**src/rtl/button_event_arbiter.sv**
```systemverilog
// Pushbutton front end: per-button sync + debounce, press-edge pending latches and a
// round-robin valid/ready event arbiter. Optional auto-repeat under `AUTO_REPEAT_EN.
module button_event_arbiter #(
    parameter int unsigned N_BTN   = 5,
    parameter int unsigned IDW     = 3,
    parameter int unsigned CNT_W   = 16,
    parameter logic [23:0] RPT_DLY = 24'd5000000,
    parameter logic [23:0] RPT_PER = 24'd2500000
) (
    input  logic             clk,
    input  logic             rst,
    input  logic [N_BTN-1:0] btn_raw,
    output logic [N_BTN-1:0] btn_state,
    output logic             evt_valid,
    output logic [IDW-1:0]   evt_id,
    input  logic             evt_ready,
    output logic             ovf
);

    localparam logic [0:0] StIdle  = 1'b0;
    localparam logic [0:0] StOffer = 1'b1;

    if ((1 << IDW) < N_BTN) begin : g_bad_idw
        $error("IDW too narrow for N_BTN");
    end
    if (RPT_PER == 24'd0 || RPT_PER > RPT_DLY) begin : g_bad_rpt
        $error("RPT_PER must be in 1..RPT_DLY");
    end

    logic [N_BTN-1:0] s0_q, s1_q;
    logic [N_BTN-1:0] state_q, state_d;
    logic [N_BTN-1:0] dly_q;
    logic [N_BTN-1:0] pend_q, pend_d;
    logic [CNT_W-1:0] cnt_q [N_BTN];
    logic [CNT_W-1:0] cnt_d [N_BTN];
    logic [IDW-1:0]   rr_q, rr_d, id_q, id_d, pick;
    logic [0:0]       fsm_q, fsm_d;
    logic             valid_q, valid_d, ovf_q, ovf_d, found;
    logic [N_BTN-1:0] press, rpt_set, set, clr;

    // Debounce: a mismatch must persist for 2^CNT_W consecutive edges to flip the state.
    always_comb begin
        state_d = state_q;
        for (int i = 0; i < N_BTN; i++) begin
            cnt_d[i] = '0;
            if (state_q[i] != s1_q[i]) begin
                cnt_d[i] = cnt_q[i] + 1'b1;
                if (&cnt_q[i]) state_d[i] = ~state_q[i];
            end
        end
    end

`ifdef AUTO_REPEAT_EN
    logic [23:0] rpt_q [N_BTN];
    logic [23:0] rpt_d [N_BTN];

    always_comb begin
        for (int i = 0; i < N_BTN; i++) begin
            rpt_set[i] = 1'b0;
            rpt_d[i]   = '0;
            if (state_q[i]) begin
                if (rpt_q[i] == RPT_DLY - 24'd1) begin
                    rpt_set[i] = 1'b1;
                    rpt_d[i]   = RPT_DLY - RPT_PER;
                end else begin
                    rpt_d[i] = rpt_q[i] + 24'd1;
                end
            end
        end
    end

    always_ff @(posedge clk) begin
        if (rst) rpt_q <= '{default: '0};
        else     rpt_q <= rpt_d;
    end
`else
    assign rpt_set = '0;
`endif

    assign press = state_q & ~dly_q;
    assign set   = press | rpt_set;

    // A set coinciding with the clearing handshake re-arms the bit without flagging overflow.
    always_comb begin
        pend_d = pend_q;
        ovf_d  = ovf_q;
        for (int i = 0; i < N_BTN; i++) begin
            clr[i] = valid_q & evt_ready & (id_q == IDW'(i));
            if (set[i]) begin
                if (pend_q[i] & ~clr[i]) ovf_d = 1'b1;
                pend_d[i] = 1'b1;
            end else if (clr[i]) begin
                pend_d[i] = 1'b0;
            end
        end
    end

    // First pending index at or above rr_q, wrapping at N_BTN-1.
    always_comb begin
        int sum;
        found = 1'b0;
        pick  = '0;
        sum   = 0;
        for (int k = 0; k < N_BTN; k++) begin
            sum = int'(rr_q) + k;
            if (sum >= int'(N_BTN)) sum = sum - int'(N_BTN);
            if (!found && pend_q[IDW'(sum)]) begin
                found = 1'b1;
                pick  = IDW'(sum);
            end
        end
    end

    always_comb begin
        fsm_d   = fsm_q;
        valid_d = valid_q;
        id_d    = id_q;
        rr_d    = rr_q;
        case (fsm_q)
            StIdle: begin
                if (found) begin
                    id_d    = pick;
                    valid_d = 1'b1;
                    fsm_d   = StOffer;
                end
            end
            StOffer: begin
                if (evt_ready) begin
                    rr_d    = (id_q == IDW'(N_BTN - 1)) ? '0 : id_q + 1'b1;
                    valid_d = 1'b0;
                    fsm_d   = StIdle;
                end
            end
            default: fsm_d = StIdle;
        endcase
    end

    always_ff @(posedge clk) begin
        if (rst) begin
            s0_q    <= '0;
            s1_q    <= '0;
            state_q <= '0;
            dly_q   <= '0;
            cnt_q   <= '{default: '0};
            pend_q  <= '0;
            rr_q    <= '0;
            id_q    <= '0;
            valid_q <= 1'b0;
            ovf_q   <= 1'b0;
            fsm_q   <= StIdle;
        end else begin
            s0_q    <= btn_raw;
            s1_q    <= s0_q;
            state_q <= state_d;
            dly_q   <= state_q;
            cnt_q   <= cnt_d;
            pend_q  <= pend_d;
            rr_q    <= rr_d;
            id_q    <= id_d;
            valid_q <= valid_d;
            ovf_q   <= ovf_d;
            fsm_q   <= fsm_d;
        end
    end

    assign btn_state = state_q;
    assign evt_valid = valid_q;
    assign evt_id    = id_q;
    assign ovf       = ovf_q;

endmodule

```
**config.mk**
```make
export PLATFORM = sky130hd
export DESIGN_NAME = button_event_arbiter
export DESIGN_NICKNAME = d
export VERILOG_FILES = /design/src/rtl/button_event_arbiter.sv
export SDC_FILE = /design/constraint.sdc
export NUM_CORES = 1
export LEC_CHECK = 0
export ABC_AREA = 1
export BUFFER_PORTS_ARGS = -buffer_cell sky130_fd_sc_hd__buf_4
export CAP_MARGIN = 20
export CORE_MARGIN = 5
export CORE_UTILIZATION = 50
export DETAILED_ROUTE_END_ITERATION = 6
export PLACE_DENSITY = 0.69
export SYNTH_ARGS = -nofsm -noshare
export SYNTH_HDL_FRONTEND = slang
export SYNTH_SLANG_ARGS = --single-unit
```
**constraint.sdc**
```tcl
create_clock -name clk -period 2.5 [get_ports clk]
set_input_delay 0.375 -clock clk [delete_from_list [all_inputs] [get_ports clk]]
set_output_delay 0.375 -clock clk [all_outputs]
set_load 0.005 [all_outputs]
```
==> metrics.md, run 1 <==
| Metric | Value |
|---|---|
| Cell area after technology mapping | 0.00562 mm2 |
| Commonest cells after routing, fill and taps aside | sky130_fd_sc_hd__dfxtp_1, sky130_fd_sc_hd__nand2_1, sky130_fd_sc_hd__inv_1 |
| EDFF count, synth | 0 |
| Total number of vias | 4941 |
| FF-to-FF setup slack | 60 ps |
| Data required, critical path | 2780 ps |
| Starting density of the core | 0.514 |
| Die outline height | 116 um |
| Class of the tightest hold or removal check | in -> reg |
| Prevailing post-synth register cell | sky130_fd_sc_hd__dfxtp_1 |
| Switching part of the total power | 0.310 |
| First-pass GRT wire length | 20800 um |
| Share of post-route cells with drive strength above 1 | 0.195 |
| Capture point of the worst reg-to-reg path | evt_id[0] |
| Yosys Warn Count | 0 |
| R2R cell count | 17 |
| Initial DRT Pass Iterations | 5 |
| Final Hold Fails | 0 |
| Leakage | 0.00258 uW |
| Synthesized-area fraction occupied by and/or/nand/nor cells | 0.325 |
| Place WS | -154 ps |
| VDD IR max | 0.542 mV |
| Slowest cell on crit path | sky130_fd_sc_hd__fa_2 |
| Final Net Count | 824 |
| Post-route antenna net violation count | 0 |
| Via count normalized by instance count | 5.20 |
| Run status | finished, final reports clean |
| Die area | 0.0135 mm2 |
| Least setup slack across all paths after layout | 55.5 ps |
| Core Footprint | 0.0109 mm2 |
| Total power per unit cell area | 892 mW/mm2 |
| Number of buffers created by CTS | 17 |
| Number of antenna violations at the first check in global routing | 0 |
| Main combinational cell family by area after synthesis | simple AND/OR/NAND/NOR gates |
| Layout overhead on the synthesized area | 20.4% |
| Pin count of the biggest net entering global routing | 26 |
| Number of buffers added on ports | 17 |
| Post-route non-filler standard cell count | 950 |
| Total global routing track utilization | 0.192 |
| Starting DRC count in detailed routing | 280 |
| Data arrival time of the critical path | 2730 ps |
| Internal Pwr Total | 4170 uW |
| Sink Count | 114 |
| Hold Path Cell Cnt | 3 |
| Most common cell after layout, fill and taps aside | sky130_fd_sc_hd__dfxtp_1 |
| Xor/xnor cell area share of the yosys netlist | 0.00913 |
| Delay of the slowest cell on the worst path | 440 ps |
| Net switching power figure | 1870 uW |
| Slew margin rel. | 0.721 |
| Period utilization | 0.978 |
| Combinational share of power | 0.280 |
| Final antenna diode count | 0 |
| Library cells used by synthesis | 47 |
| Final routed DRC violation total | 0 |
| Arithmetic-cell share of the synthesized area counting full adders, half adders and majority gates | 0.0436 |
| Sequential Power Share | 0.321 |
| Crit. End Element | register |
| Most numerous cell on the critical path | sky130_fd_sc_hd__nand2_2 |
| Complex-gate fraction of the synthesized area | 0.138 |
| Category of the most critical setup path | reg -> reg |
| Finish-stage setup viols | 0 |
| Nets in the synthesized netlist | 776 |
| Max-cap check violation count | 0 |
| Final WL | 11900 um |
| RR Startpoint | rr_q[0] |
| Final Max Tran Viols | 0 |
| Hold Path Origin | btn_raw[4] |
| Chip Width | 116 um |
| Fraction of registers with async set/reset | 0 |
| Post-Route Skew | 7.74 ps |
| Proportion of power drawn by the clock network | 0.399 |
| CTS clock-pin slew for the worst setup and hold paths | 50 ps |
| Clock root buffer | sky130_fd_sc_hd__clkbuf_16 |
| Critical path peak fanout | 5 |
| Routability-driven placement congestion ratio | 0.991 |
| Row Count | 38 |
| Hold Path Sink | s0_q[4] |
| Top-Level Pins | 18 |
| Total number of H-tree levels | 4 |
| Mean instance size in the synthesized netlist | 7.50 um2 |
| RSZ-0062 raised after global routing | yes |
| Sum of net half-perimeters after detailed placement | 8690 um |
| Via count of the first global-routing pass | 4774 |
| Crit-path cells | inv_4, ha_4, inv_2, fa_2, a21oi_4, nand2_1, nand2_2, nand2_1, nand3_1, nand3b_1, nand2_2, inv_4, buf_4, nand4_1, nand3_1, nand2_2, a21oi_2 |
| CTS Buffer Depth | 2 |
| Routed length per placed instance | 12.5 um |
| Tightest Pin Transition | 418 ps |
| Sequential share of the synthesized area | 0.406 |
| Shortest clock period the worst path allows after layout | 2440 ps |
| Layout fillers | 961 |
| Clock tree from TritonCTS | yes |
| Share of synthesized area spent on multiplexers | 0 |
| Total gr overflow | 0 |
| Instance count after placement with tap cells included | 912 |
| Number of storage elements in the synthesis netlist | 114 |
| Maximum clock frequency | 409 MHz |
| Crit start category | register |
| Worst-Skew Late Latency | 400 ps |
| Gate count after technology mapping | 749 |
routing by layer:
layer  GRT usage  wire [um]
met3      0.0507        476
met2       0.337       6030
met5           0          0
met4      0.0688        165
met1       0.226       5240
stage by stage:
stage	power [uW]	util	cell area, um2	hold slack, ps	TNS (ps)
after floorplan	3080	-	5620	388	0
after global placement	3380	0.547	5980	391	-230
after detailed placement	3410	0.547	5980	395	-415
after CTS	5850	0.604	6610	165	0
after global routing	6360	0.619	6770	174	-79.9
final	6040	0.619	6770	173	0
area by class of cell:
cell class / count / area [um2] / area share
Multi-Input combinational cell: 520 / 3020 / 0.446
Sequential cell: 114 / 2290 / 0.338
Clock buffer: 29 / 541 / 0.0799
Inverter: 109 / 414 / 0.0612
Timing Repair Buffer: 35 / 263 / 0.0388
Tap cell: 140 / 175 / 0.0259
Clock inverter: 3 / 65.1 / 0.00962
cell families (layout without fill, tap and decap cells):
family,count (synthesis),in the layout
AO/OA/AOI/OAI,136,136
XOR/XNOR,5,5
adder cells (fa/ha/maj),19,19
buffers and inverters,115,176
flip-flops,114,114
AND/OR/NAND/NOR,360,360
synth_stat cells (2+ instances only):
library cell | number | share of area
sky130_fd_sc_hd__o32ai_1 | 2 | 0.0031
sky130_fd_sc_hd__nand3_2 | 6 | 0.011
sky130_fd_sc_hd__or2_2 | 2 | 0.0022
sky130_fd_sc_hd__nand3_1 | 48 | 0.043
sky130_fd_sc_hd__a21oi_2 | 3 | 0.0047
sky130_fd_sc_hd__nor2_1 | 101 | 0.067
sky130_fd_sc_hd__nor3b_1 | 3 | 0.0040
sky130_fd_sc_hd__nor3_1 | 21 | 0.019
sky130_fd_sc_hd__nand2_2 | 12 | 0.013
sky130_fd_sc_hd__dfxtp_1 | 114 | 0.41
sky130_fd_sc_hd__and3_1 | 9 | 0.010
sky130_fd_sc_hd__xnor2_1 | 3 | 0.0047
sky130_fd_sc_hd__nand3_4 | 3 | 0.0093
sky130_fd_sc_hd__nand4_1 | 15 | 0.017
sky130_fd_sc_hd__nor3_2 | 8 | 0.014
sky130_fd_sc_hd__nand4_2 | 2 | 0.0045
sky130_fd_sc_hd__o21ai_2 | 7 | 0.011
sky130_fd_sc_hd__o21ai_0 | 44 | 0.039
sky130_fd_sc_hd__ha_1 | 18 | 0.040
sky130_fd_sc_hd__o21ai_1 | 4 | 0.0036
sky130_fd_sc_hd__inv_2 | 6 | 0.0040
sky130_fd_sc_hd__nand2_1 | 111 | 0.074
sky130_fd_sc_hd__a21oi_1 | 63 | 0.056
sky130_fd_sc_hd__a31oi_1 | 4 | 0.0045
sky130_fd_sc_hd__nor2_2 | 8 | 0.0089
sky130_fd_sc_hd__clkbuf_1 | 5 | 0.0033
sky130_fd_sc_hd__inv_1 | 101 | 0.067
sky130_fd_sc_hd__nand2_4 | 4 | 0.0080
sky130_fd_sc_hd__o21a_1 | 3 | 0.0040
sky130_fd_sc_hd__o211ai_2 | 2 | 0.0045
flip-flops by register name (all words and copies together), names as in the netlist:
name / count
btn_state: 5
evt_id: 3
s0_q: 5
fsm_q: 1
dly_q: 5
cnt_q: 80
ovf: 1
s1_q: 5
pend_q: 5
evt_valid: 1
rr_q: 3
power by group through the flow:
stage	sequential, uW	clock (uW)	combinational, uW
2_1_floorplan	1950	0	1130
3_3_place_gp	1960	0	1420
3_5_place_dp	1970	0	1440
4_1_cts	1930	2450	1470
5_1_grt	1940	2560	1860
6_report	1940	2410	1690
repair_timing:
| item | in CTS | in global routing |
|---|---|---|
| hold buffers | 0 | 0 |
| pin swaps | 0 | 13 |
| hold endpoints to repair | 0 | 0 |
| resized for setup | 5 | 32 |
| setup buffers | 0 | 6 |
| setup endpoints to repair | 5 | 6 |
how the worst max path moves through the flow:
stage	start	to	cells after the start
floorplan	rr_q[0]	evt_id[1]	17
global placement	rr_q[0]	evt_id[1]	15
detailed placement	rr_q[1]	evt_id[1]	14
CTS	rr_q[0]	evt_id[0]	17
global route	rr_q[0]	evt_id[1]	16
finish	rr_q[0]	evt_id[0]	17
critical path: cells and delay by family (launching register included):
family / cells / cell delay, ps
and+or+nand+nor: 9 / 830
AOI/OAI and AO/OA: 2 / 270
adders and majority gates: 2 / 570
DFF: 1 / 330
buffers and inverters: 4 / 310
(Power assumes the default switching activity.)
==> run 2: changes to the inputs <==
--- a/config.mk
+++ b/config.mk
@@ -11,7 +11,7 @@
 export CORE_MARGIN = 5
 export CORE_UTILIZATION = 50
 export DETAILED_ROUTE_END_ITERATION = 6
-export PLACE_DENSITY = 0.69
+export PLACE_DENSITY = 0.66
 export SYNTH_ARGS = -nofsm -noshare
 export SYNTH_HDL_FRONTEND = slang
 export SYNTH_SLANG_ARGS = --single-unit
==> constraint.sdc (replaced) <==
create_clock -name clk -period 2.9 [get_ports clk]
set_input_delay 0.435 -clock clk [delete_from_list [all_inputs] [get_ports clk]]
set_output_delay 0.435 -clock clk [all_outputs]
set_load 0.005 [all_outputs]
==> run 2 against run 1 <==
Compared with the run above: setup slack better by 260 ps; critical endpoint unchanged; wire length down 6.0%; combinational power down 27%; global-route usage down 0.93 points; total power down 17%; highest routed layer unchanged.
==> metrics.md, run 2 (synthesis gave the netlist of run 1 again) <==
| Metric | Value |
|---|---|
| VDD IR max | 0.409 mV |
| Routability-driven placement congestion ratio | 0.906 |
| Net switching power figure | 1540 uW |
| Crit start category | register |
| Number of antenna violations at the first check in global routing | 0 |
| Data arrival time of the critical path | 2860 ps |
| Total power per unit cell area | 766 mW/mm2 |
| Run status | finished, final reports clean |
| Final routed DRC violation total | 0 |
| Switching part of the total power | 0.306 |
| Commonest cells after routing, fill and taps aside | sky130_fd_sc_hd__dfxtp_1, sky130_fd_sc_hd__nand2_1, sky130_fd_sc_hd__inv_1, sky130_fd_sc_hd__nor2_1, sky130_fd_sc_hd__a21oi_1 |
| Combinational share of power | 0.245 |
| Layout overhead on the synthesized area | 16.8% |
| Starting DRC count in detailed routing | 271 |
| Post-route antenna net violation count | 0 |
| Tightest Pin Transition | 481 ps |
| Top-Level Pins | 18 |
| Setup TNS | 0 ps |
| Least setup slack across all paths after layout | 316 ps |
| Total number of H-tree levels | 4 |
| Register with the most flip-flops | cnt_q |
| Clock root buffer | sky130_fd_sc_hd__clkbuf_16 |
| Pin count of the biggest net entering global routing | 26 |
| Clock tree from TritonCTS | yes |
| Die area | 0.0135 mm2 |
| Critical path peak fanout | 11 |
| Most common cell after layout, fill and taps aside | sky130_fd_sc_hd__dfxtp_1 |
| Number of buffers added on ports | 17 |
| Class of the tightest hold or removal check | in -> reg |
| Chip Width | 116 um |
| Post-route non-filler standard cell count | 939 |
| Share of post-route cells with drive strength above 1 | 0.156 |
| Die outline height | 116 um |
| Instance count after placement with tap cells included | 907 |
| Category of the most critical setup path | reg -> reg |
| Max-cap check violation count | 0 |
| Core Footprint | 0.0109 mm2 |
| Period utilization | 0.891 |
| Crit. End Element | register |
| Final Net Count | 813 |
| Row Count | 38 |
| Post-Route Skew | 9.68 ps |
| Sink Count | 114 |
| Internal Pwr Total | 3490 uW |
| CTS Buffer Depth | 2 |
| Initial DRT Pass Iterations | 4 |
| Via count normalized by instance count | 5.13 |
| Proportion of power drawn by the clock network | 0.424 |
| RSZ-0062 raised after global routing | no |
| Sum of net half-perimeters after detailed placement | 8390 um |
| First-pass GRT wire length | 19900 um |
| Hold buffer count at cts | 0 |
| Final WL | 11200 um |
| Maximum clock frequency | 387 MHz |
| Final Hold Fails | 0 |
| Sequential Power Share | 0.331 |
| Slew margin rel. | 0.678 |
| Leakage | 0.00250 uW |
| Routed length per placed instance | 11.9 um |
| Worst-Skew Late Latency | 400 ps |
| Final Max Tran Viols | 0 |
| Total number of vias | 4817 |
| Number of buffers created by CTS | 17 |
| Total gr overflow | 0 |
| Worst hold margin | 237 ps |
| Finish-stage setup viols | 0 |
| Via count of the first global-routing pass | 4601 |
| Starting density of the core | 0.514 |
| CTS clock-pin slew for the worst setup and hold paths | 50 ps |
| Utilization after layout | 0.600 |
| Flip-flop count of the largest register, all copies and words added | 80 |
| Place WS | 275 ps |
| Total global routing track utilization | 0.183 |
| Shortest clock period the worst path allows after layout | 2580 ps |
| Final antenna diode count | 0 |
| Data required, critical path | 3180 ps |
## run 2: power groups by stage
stage / logic, uW / clock network [uW] / registers [uW]
after floorplan: 968 / 0 / 1680
after global placement: 1190 / 0 / 1700
after detailed placement: 1220 / 0 / 1700
after CTS: 1230 / 2160 / 1660
after global routing: 1380 / 2250 / 1670
final: 1230 / 2130 / 1660
## run 2: per-layer routing
metal | wire length, um | global-route usage
met1 | 5130 | 0.218
met2 | 5420 | 0.321
met3 | 442 | 0.0470
met4 | 209 | 0.0603
met5 | 0 | 0
## run 2: worst max-delay path: stages, from the launching register on
cell and delay [ps]:
sky130_fd_sc_hd__dfxtp_1 330, sky130_fd_sc_hd__inv_4 140, sky130_fd_sc_hd__ha_1 180, sky130_fd_sc_hd__inv_1 50, sky130_fd_sc_hd__fa_1 400, sky130_fd_sc_hd__a21oi_2 220, sky130_fd_sc_hd__nand2_1 90, sky130_fd_sc_hd__o21ai_2 100
sky130_fd_sc_hd__nand3_1 100, sky130_fd_sc_hd__nand3b_1 90, sky130_fd_sc_hd__nand2_1 90, sky130_fd_sc_hd__inv_1 200, sky130_fd_sc_hd__nand4_2 170, sky130_fd_sc_hd__nor2_1 120, sky130_fd_sc_hd__nor2_1 50, sky130_fd_sc_hd__nand2_1 60
sky130_fd_sc_hd__a21oi_2 50
## run 2: stage by stage
stage               cell area, um2  power, uW
finish                        6560       5030
global placement              5950       2890
detailed placement            5950       2920
CTS                           6560       5060
global route                  6560       5300
floorplan                     5620       2650
## run 2: final timing paths
path                                  from   endpoint  slack [ps]  cells after the start
worst max-delay path               rr_q[0]  evt_id[0]         320                     16
worst min-delay path            btn_raw[2]    s0_q[2]         240                      3
worst max register to register     rr_q[0]  evt_id[0]         320                     16
worst min register to register     s0_q[2]    s1_q[2]         400                      2
## run 2: repair_timing
action / 4_1_cts / 5_1_grt
resized for setup: 0 / 2
setup endpoints to repair: 0 / 2
buffers inserted: 0 / 0
## run 2: final cells by class
cell class	count	area, um2
fill	976	4370
multi-input combinational	520	2900
sequential	114	2280
clock buffer	24	492
inverter	109	412
timing repair buffer	24	180
tap	140	175
clock inverter	8	125
